--- src/rtl/alu_pkg.sv ---
// Shared ALU datapath definitions: default operand width and the
// multiplier's sequencing states.
package alu_pkg;

    localparam int ALU_WIDTH = 32;

    typedef enum logic [1:0] {
        IDLE = 2'd0,
        RUN  = 2'd1,
        DONE = 2'd2
    } mul_state_t;

endpackage

--- src/rtl/n_bit_adder.sv ---
// Ripple-carry N-bit adder: sum = a + b, with the final carry brought out
// so callers can extend the result by one bit.
module n_bit_adder #(
    parameter int N = 32
) (
    input  logic [N-1:0] a,
    input  logic [N-1:0] b,
    output logic [N-1:0] sum,
    output logic         carry_out
);

    always_comb begin
        logic [N:0] c;
        c   = '0;
        sum = '0;
        for (int i = 0; i < N; i++) begin
            sum[i]   = a[i] ^ b[i] ^ c[i];
            c[i+1]   = (a[i] & b[i]) | (c[i] & (a[i] ^ b[i]));
        end
        carry_out = c[N];
    end

endmodule

--- src/rtl/shift_add_multiplier.sv ---
// Multi-cycle unsigned NxN->2N multiplier: one add-and-shift step per clock
// using the shared ripple-carry adder, with a start/busy/done handshake.
//
// state | meaning
// IDLE  | waiting for start; product holds the last result
// RUN   | N add-and-shift steps, busy high
// DONE  | one-cycle done pulse, product valid
module shift_add_multiplier
    import alu_pkg::*;
#(
    parameter int N = ALU_WIDTH
) (
    input  logic           clk,
    input  logic           rst,
    input  logic           start,
    input  logic [N-1:0]   a,
    input  logic [N-1:0]   b,
    output logic           busy,
    output logic           done,
    output logic [2*N-1:0] product
);

    localparam int CW = $clog2(N) + 1;
    localparam logic [CW-1:0] LAST_STEP = CW'(N - 1);

    mul_state_t      state;
    logic [N-1:0]    m_reg;
    logic [2*N-1:0]  p_reg;
    logic [CW-1:0]   cnt;
    logic [N-1:0]    sum;
    logic            carry;

    n_bit_adder #(.N(N)) u_adder (
        .a         (p_reg[2*N-1:N]),
        .b         (m_reg),
        .sum       (sum),
        .carry_out (carry)
    );

    always_ff @(posedge clk or posedge rst) begin
        if (rst) begin
            state <= IDLE;
            m_reg <= '0;
            p_reg <= '0;
            cnt   <= '0;
            busy  <= 1'b0;
            done  <= 1'b0;
        end else begin
            case (state)
                IDLE: begin
                    done <= 1'b0;
                    if (start) begin
                        m_reg <= a;
                        p_reg <= {{N{1'b0}}, b};
                        cnt   <= '0;
                        busy  <= 1'b1;
                        state <= RUN;
                    end
                end
                RUN: begin
                    // Adder carry lands in the top bit so (2^N-1)^2 cannot overflow.
                    if (p_reg[0])
                        p_reg <= {carry, sum, p_reg[N-1:1]};
                    else
                        p_reg <= {1'b0, p_reg[2*N-1:N], p_reg[N-1:1]};
                    cnt <= cnt + 1'b1;
                    if (cnt == LAST_STEP) begin
                        busy  <= 1'b0;
                        done  <= 1'b1;
                        state <= DONE;
                    end
                end
                DONE: begin
                    done  <= 1'b0;
                    state <= IDLE;
                end
                default: begin
                    busy  <= 1'b0;
                    done  <= 1'b0;
                    state <= IDLE;
                end
            endcase
        end
    end

    assign product = p_reg;

endmodule
--- config.mk ---
export PLATFORM = sky130hd
export DESIGN_NAME = shift_add_multiplier
export DESIGN_NICKNAME = d
export VERILOG_FILES = /design/src/rtl/alu_pkg.sv /design/src/rtl/n_bit_adder.sv /design/src/rtl/shift_add_multiplier.sv
export SDC_FILE = /design/constraint.sdc
export NUM_CORES = 1
export LEC_CHECK = 0
export BUFFER_PORTS_ARGS = -buffer_cell sky130_fd_sc_hd__buf_2
export CAP_MARGIN = 15
export CORE_MARGIN = 5
export CORE_UTILIZATION = 48
export CTS_CLUSTER_SIZE = 14
export DETAILED_ROUTE_END_ITERATION = 8
export HOLD_SLACK_MARGIN = 0.03
export PLACE_DENSITY = 0.81
export SYNTH_ARGS = -nofsm -noshare
export SYNTH_HDL_FRONTEND = slang
export SYNTH_HIERARCHICAL = 1
export SYNTH_SLANG_ARGS = --single-unit
--- constraint.sdc ---
create_clock -name clk -period 11.5 [get_ports clk]
set_input_delay 1.15 -clock clk [delete_from_list [all_inputs] [get_ports clk]]
set_output_delay 1.15 -clock clk [all_outputs]
set_load 0.01 [all_outputs]
# ---- Word level (Yosys, flattened, before mapping)
# Cells that the tools add are included.
dict set report word_totals {
  ff_bits 106
  in_bits 67
  out_inout_bits 66
  elab_cells 189
}
dict set report op_classes {
  addsub 1
  muxes 13
  n_bitwise 158
  eq_ne 5
  reduce_logical 6
}
# cell n
set op_table {}
lappend op_table {{64-bit two-way mux} 2}
lappend op_table {{64-bit one-hot mux with 2 select lines} 1}
lappend op_table {{1-bit AND} 63}
lappend op_table {{1-bit bitwise XOR} 63}
lappend op_table {{1-bit OR} 31}
lappend op_table {{6-bit one-hot mux with 2 select lines} 1}
lappend op_table {{6-bit by 1-bit adder with 6-bit output (second input constant)} 1}
lappend op_table {{6-bit by 5-bit equality test with 1-bit output (second input constant)} 1}
lappend op_table {{6-bit two-way mux} 1}
lappend op_table {{2-bit AND reduction} 3}
lappend op_table {{1-bit two-way mux} 4}
lappend op_table {{2-bit two-way mux} 2}
lappend op_table {{2-bit != test (second input constant)} 2}
lappend op_table {{2-bit one-hot mux with 2 select lines} 1}
lappend op_table {{1-bit one-hot mux with 3 select lines} 1}
lappend op_table {{3-bit AND reduction} 1}
lappend op_table {{2-bit by 1-bit equality test with 1-bit output (second input constant)} 1}
lappend op_table {{2-bit equality test (second input constant)} 1}
lappend op_table {{2-bit logical NOT} 1}
lappend op_table {{2-bit nonzero test} 1}
lappend op_table {{1-bit inverter} 1}

# ---- Depth between registers and ports, before layout
dict set report logic_depth {
  ltp_word 65
  mapped_depth 38
  mapped_depth_nobuf 38
}

# ---- Modules after synthesis
# The synthesis kept the hierarchy.
# module seq_area_each_um2 n_inst area_each_um2 cells_per_inst
set by_module_without_submodules {}
lappend by_module_without_submodules {shift_add_multiplier 2652.5 1 4558.1 464}
lappend by_module_without_submodules {n_bit_adder 0.0 1 670.6 42}

# ---- Worst setup path after synthesis
# OpenSTA, ideal clock, no wires.
dict set report synth_path {
  path_type {register to register}
  startpoint {reg p_reg[32], in the netlist product[32]}
  endpoint {reg p_reg[62], in the netlist product[62]}
  synth_period_minus_slack_ns 12.602
  n_path_buf 0
  setup_slack_ns -1.102
  required_time_ns 11.417
  arrival_ns 12.520
  stages_incl_launch_ff 39
  setup_ns 0.083
  cell_sequence {dfrtp_1 > ha_1 > fa_1 > fa_1 > fa_1 > fa_1 > fa_1 > fa_1 > fa_1 > fa_1 > fa_1 > fa_1 > fa_1 > fa_1 > fa_1 > fa_1 > fa_1 > inv_1 > (+3 left out) > fa_1 > fa_1 > fa_1 > fa_1 > fa_1 > fa_1 > fa_1 > fa_1 > fa_1 > fa_1 > fa_1 > fa_1 > fa_1 > inv_1 > fa_1 > inv_1 > mux2i_1 > o21ai_0}
}
dict set report synth_via {
  elab_chain_cells 64
}
# item line_no
set synth_lines {}
lappend synth_lines {{from (decl)} shift_add_multiplier.sv:28} ;# logic [2*N-1:0] p_reg;
lappend synth_lines {{from (signal assigned)} shift_add_multiplier.sv:54} ;# p_reg <= {{N{1'b0}}, b};
lappend synth_lines {{from (signal assigned)} shift_add_multiplier.sv:63} ;# p_reg <= {carry, sum, p_reg[N-1:1]};
lappend synth_lines {{from (signal assigned)} shift_add_multiplier.sv:65} ;# p_reg <= {1'b0, p_reg[2*N-1:N], p_reg[N-1:1]};
lappend synth_lines {{1-bit AND (2 in a row)} n_bit_adder.sv:18} ;# c[i+1] = (a[i] & b[i]) | (c[i] & (a[i] ^ b[i]));
lappend synth_lines {{1-bit OR} n_bit_adder.sv:18}
lappend synth_lines {{1-bit AND} n_bit_adder.sv:18}
lappend synth_lines {{1-bit OR} n_bit_adder.sv:18}
lappend synth_lines {{1-bit AND} n_bit_adder.sv:18}
lappend synth_lines {{1-bit OR} n_bit_adder.sv:18}
lappend synth_lines {{1-bit AND} n_bit_adder.sv:18}
lappend synth_lines {{1-bit OR} n_bit_adder.sv:18}
lappend synth_lines {{(+48 left out)} --}
lappend synth_lines {{1-bit AND} n_bit_adder.sv:18}
lappend synth_lines {{1-bit OR} n_bit_adder.sv:18}
lappend synth_lines {{1-bit AND} n_bit_adder.sv:18}
lappend synth_lines {{1-bit OR} n_bit_adder.sv:18}
lappend synth_lines {{1-bit bitwise XOR} n_bit_adder.sv:17} ;# sum[i] = a[i] ^ b[i] ^ c[i];
lappend synth_lines {{named net sum[31]} shift_add_multiplier.sv:30} ;# logic [N-1:0] sum;
lappend synth_lines {{64-bit two-way mux} shift_add_multiplier.sv:62} ;# if (p_reg[0])
lappend synth_lines {{64-bit one-hot mux with 2 select lines} shift_add_multiplier.sv:49} ;# case (state)
# The timed path passes the listed nets, and every way through them passes these cells.
# A chain may end at the register's enable or synchronous reset.

# ---- Worst setup path after layout
dict set report layout_path {
  startpoint {reg m_reg[0]}
  endpoint {reg p_reg[62], in the netlist product[62]}
}
dict set report layout_via {
  elab_chain_cells 64
}
# item line_no
set layout_lines {}
lappend layout_lines {{from (decl)} shift_add_multiplier.sv:27} ;# logic [N-1:0] m_reg;
lappend layout_lines {{from (signal assigned)} shift_add_multiplier.sv:43} ;# m_reg <= '0;
lappend layout_lines {{from (signal assigned)} shift_add_multiplier.sv:53} ;# m_reg <= a;
lappend layout_lines {{1-bit AND (2 in a row)} n_bit_adder.sv:18}
lappend layout_lines {{1-bit OR} n_bit_adder.sv:18}
lappend layout_lines {{1-bit AND} n_bit_adder.sv:18}
lappend layout_lines {{1-bit OR} n_bit_adder.sv:18}
lappend layout_lines {{1-bit AND} n_bit_adder.sv:18}
lappend layout_lines {{1-bit OR} n_bit_adder.sv:18}
lappend layout_lines {{1-bit AND} n_bit_adder.sv:18}
lappend layout_lines {{1-bit OR} n_bit_adder.sv:18}
lappend layout_lines {{(+48 left out)} --}
lappend layout_lines {{1-bit AND} n_bit_adder.sv:18}
lappend layout_lines {{1-bit OR} n_bit_adder.sv:18}
lappend layout_lines {{1-bit AND} n_bit_adder.sv:18}
lappend layout_lines {{1-bit OR} n_bit_adder.sv:18}
lappend layout_lines {{1-bit bitwise XOR} n_bit_adder.sv:17}
lappend layout_lines {{named net sum[31]} shift_add_multiplier.sv:30}
lappend layout_lines {{64-bit two-way mux} shift_add_multiplier.sv:62}
lappend layout_lines {{64-bit one-hot mux with 2 select lines} shift_add_multiplier.sv:49}
# The timed path passes the listed nets, and every way through them passes these cells.

==> impl_metrics.csv <==
group,metric,value,unit
die,rows,38,
placement,place.gp.congestion,0.775,
pwr,power_density,297,nW/um^2
die,die-area,13100,sq um
die,core_area,10700,sq um
sta,fin_skew,0.00761,ns
pwr,leakage,2.99,nW
flow_run,number_of_maximum_capacitance_constraint_violations,0,
sta,worst_pin_slew,1.02,ns
sta,finalHoldViolations,0,
sta,final_min_period_over_clock_period,1.02,
clocking,cts.path.max_buffers,2,
worst_setup_path,critPathRequiredTime,11.79,ns
clocking,cts_post_setup_buffers_inserted,0,
synthesis,synthesis.yosys.warnings,6,
route,detailedRoute.firstPassIterationCount,5,
die,floorplan.initialDensity,0.487,
placement,place.detailed.hpwl,8280,microns
die,die_width,114,microns
sta,timing_limited_maximum_frequency,0.0851,GHz
sta,min_period,11.76,ns
global_routing,initial_antenna_violation_count,1,
worst_setup_path,worstPathMaxFanout,2,
clocking,cts_tree,"yes",
worst_setup_path,arrival,12.05,ns
clocking,clk_root_buffer_cell,"sky130_fd_sc_hd__clkbuf_8",
route,route.final.wire_length,11800,microns
worst_setup_path,crit_path_max_incr_delay,0.40,ns
synthesis,synth.net_count,606,
synthesis,mappedNetlistArea,5230,sq um
clocking,path_clk_slew,0.10,ns
pwr,vdd_ir_drop_max,0.000125,V
placement,place.detailed.instances,750,
sta,fin_setup_tns,-0.256,ns
outcome,run_status,"complete, but fails checks",
route,route.vias.total,4013,
hold_path,timing.hold.worst.class,"register to register",
sta,max-slew-margin-rel,0.318,
synthesis,post_synth_num_cell_types,34,
route,detailroute.wirelength.met2,5940,microns
final_layout,utilization,0.577,
clocking,tritoncts_sinks,106,
final_layout,final_layout_size_suffix_gt1_frac,0.309,
worst_setup_path,setup.worst_path.start,"m_reg[0]$_DFFE_PP0P_",
route,met3_length,671,microns
worst_setup_path,crit_slowest_cell,"sky130_fd_sc_hd__dfrtp_1",
global_routing,grt.overflow.total,0,
clocking,clock_insertion_delay_worst_skew,0.36,ns
route,route.detailed.drc,0,
worst_setup_path,timing.critical_path.to_type,"register",
synthesis,postSynthRegisterBits,106,
final_layout,flip_flop_count_of_the_largest_register_after_layout,64,
synthesis,synth_cells,506,
route,route.antenna.remaining_nets,0,
outcome,failed_checks,"setup timing",
final_layout,non_filler_cells_in_the_finished_layout,766,
clocking,total_cts_buffers,9,
placement,io_buffers,132,
worst_setup_path,regToRegStartpoint,"m_reg[0]$_DFFE_PP0P_",
final_layout,nets,721,
route,dr.max_layer_used,"met4",
global_routing,global_route_wire_length_before_repair,20000,microns
sta,finalWorstSetupSlack,-0.256,ns
synthesis,postSynthAreaPerCell,10.3,sq um
worst_setup_path,critical_path_class,"register to register",
sta,setup_repair_after_global_routing_missed_its_margin,"yes",
sta,maxSlewViolCount,0,
worst_setup_path,startpoint_type,"register",
clocking,hold_buffers,0,
hold_path,hp-start,"m_reg[16]$_DFFE_PP0P_",
sta,setup_viol,1,
final_layout,area.growth.synth_to_final,18.5,%
global_routing,first_global_vias,4233,
synthesis,part_of_the_yosys_area_used_for_sequential_elements,0.507,
route,wire_per_inst,15.4,microns
die,ios,133,
global_routing,grt.total_usage,0.191,
worst_setup_path,worst_path_most_repeated_cell,"sky130_fd_sc_hd__fa_2",
final_layout,finished_cell_area,6200,sq um
route,drt_iter0_markers,252,
route,post_drt_via_cell_ratio,5.24,
die,die_h,114,microns
route,met1_length,5010,microns
global_routing,grt_max_degree,85,
placement,placed_inst_area,6010,sq um
clocking,ctsHtreeMaxLevel,3,
==> final cells by class <==
class,instances,area (sq um)
antenna,1,2.50
clock buffer,12,145
clock inverter,3,40.0
fill,963,4550
inverter,13,51.3
multi-input combinational,351,2410
sequential,106,2650
tap,140,175
timing repair buffer,140,721
==> timing repair <==
action,CTS,global route
gates cloned,0,0
endpoints found under the setup margin,2,3
resized for setup,5,0
==> where the power goes <==
group | total [mW] | internal [mW] | switching, mW
registers | 0.765 | 0.561 | 0.204
logic | 0.850 | 0.405 | 0.445
clock network | 0.228 | 0.105 | 0.123
==> synthesized netlist by cell type <==
library cell	n	share of area
sky130_fd_sc_hd__nand2_1	134	0.096
sky130_fd_sc_hd__dfrtp_1	106	0.51
sky130_fd_sc_hd__nand3_1	36	0.034
sky130_fd_sc_hd__mux2i_1	32	0.061
sky130_fd_sc_hd__fa_1	31	0.12
sky130_fd_sc_hd__buf_2	27	0.026
sky130_fd_sc_hd__o21ai_0	26	0.025
sky130_fd_sc_hd__a22oi_1	16	0.023
sky130_fd_sc_hd__nor2_1	16	0.011
sky130_fd_sc_hd__nor3_1	16	0.015
sky130_fd_sc_hd__o22ai_1	15	0.018
sky130_fd_sc_hd__inv_1	13	0.0093
sky130_fd_sc_hd__o21ai_1	9	0.0086
sky130_fd_sc_hd__buf_6	4	0.0086
sky130_fd_sc_hd__clkbuf_1	4	0.0029
sky130_fd_sc_hd__ha_1	2	0.0048
sky130_fd_sc_hd__nand2b_1	2	0.0024
sky130_fd_sc_hd__a21oi_1	1	0.00096
sky130_fd_sc_hd__a221oi_1	1	0.0017
sky130_fd_sc_hd__buf_4	1	0.0014
sky130_fd_sc_hd__nand4_1	1	0.0012
sky130_fd_sc_hd__nor2b_1	1	0.0012
sky130_fd_sc_hd__nor3b_1	1	0.0014
sky130_fd_sc_hd__nor4b_1	1	0.0017
sky130_fd_sc_hd__o211ai_2	1	0.0024
sky130_fd_sc_hd__o21a_1	1	0.0014
sky130_fd_sc_hd__o21ba_2	1	0.0019
sky130_fd_sc_hd__o21bai_1	1	0.0014
sky130_fd_sc_hd__o311ai_0	1	0.0017
sky130_fd_sc_hd__o311ai_1	1	0.0017
sky130_fd_sc_hd__o31ai_1	1	0.0014
sky130_fd_sc_hd__o41ai_1	1	0.0017
sky130_fd_sc_hd__or3b_4	1	0.0022
sky130_fd_sc_hd__xor2_1	1	0.0017
==> critical path: cells and delay by family, from the launching register on <==
kind	cells	cell delay [ns]
muxes	1	0.06
buffers and inverters	4	0.24
AOI/OAI and AO/OA	1	0.15
DFF	1	0.40
adders and majority gates	32	10.84
==> placed cells by master (no fill, tap or decap), drive strengths merged, types with 2 or more instances in the layout <==
master,count
o22ai,15
clkbuf,12
nand2,134
mux2i,32
nor3,16
nand2b,2
o311ai,2
nand3,36
o21ai,35
clkinv,2
inv,13
fa,31
buf,140
nor2,16
a22oi,16
ha,2
dfrtp,106
==> logic make-up after synthesis <==
logic type,synth area share
flip-flops,0.507
buffers and inverters,0.0481
adder cells (fa/ha/maj),0.123
AND/OR/NAND/NOR,0.168
multiplexers,0.0613
AO/OA/AOI/OAI,0.0907
XOR/XNOR,0.00168
==> stage by stage <==
stage	power [mW]	worst slack (ns)	hold slack, ns
after floorplan	1.34	-0.00553	0.446
after global placement	1.56	-0.223	0.459
after detailed placement	1.63	-0.312	0.474
after CTS	1.86	-0.252	0.496
after global routing	2.03	-0.580	0.512
final	1.84	-0.256	0.494
==> final timing paths <==
kind,end,slack (ns),cells after the start
max in group asynchronous,product[0]$_DFFE_PP0P_,9.39,3
hold reg to reg,m_reg[16]$_DFFE_PP0P_,0.49,2
hold / removal,m_reg[16]$_DFFE_PP0P_,0.49,2
setup / recovery,product[62]$_DFFE_PP0P_,-0.26,38
setup reg to reg,product[62]$_DFFE_PP0P_,-0.26,38
min in group asynchronous,product[44]$_DFFE_PP0P_,0.83,2
==> layer usage <==
| layer | up-vias | track usage |
|---|---|---|
| li1 | 1929 | - |
| met1 | 1989 | 0.248 |
| met2 | 84 | 0.316 |
| met3 | 11 | 0.0386 |
| met4 | 0 | 0.0744 |
| met5 | - | 0 |
(Power assumes the default switching activity.)
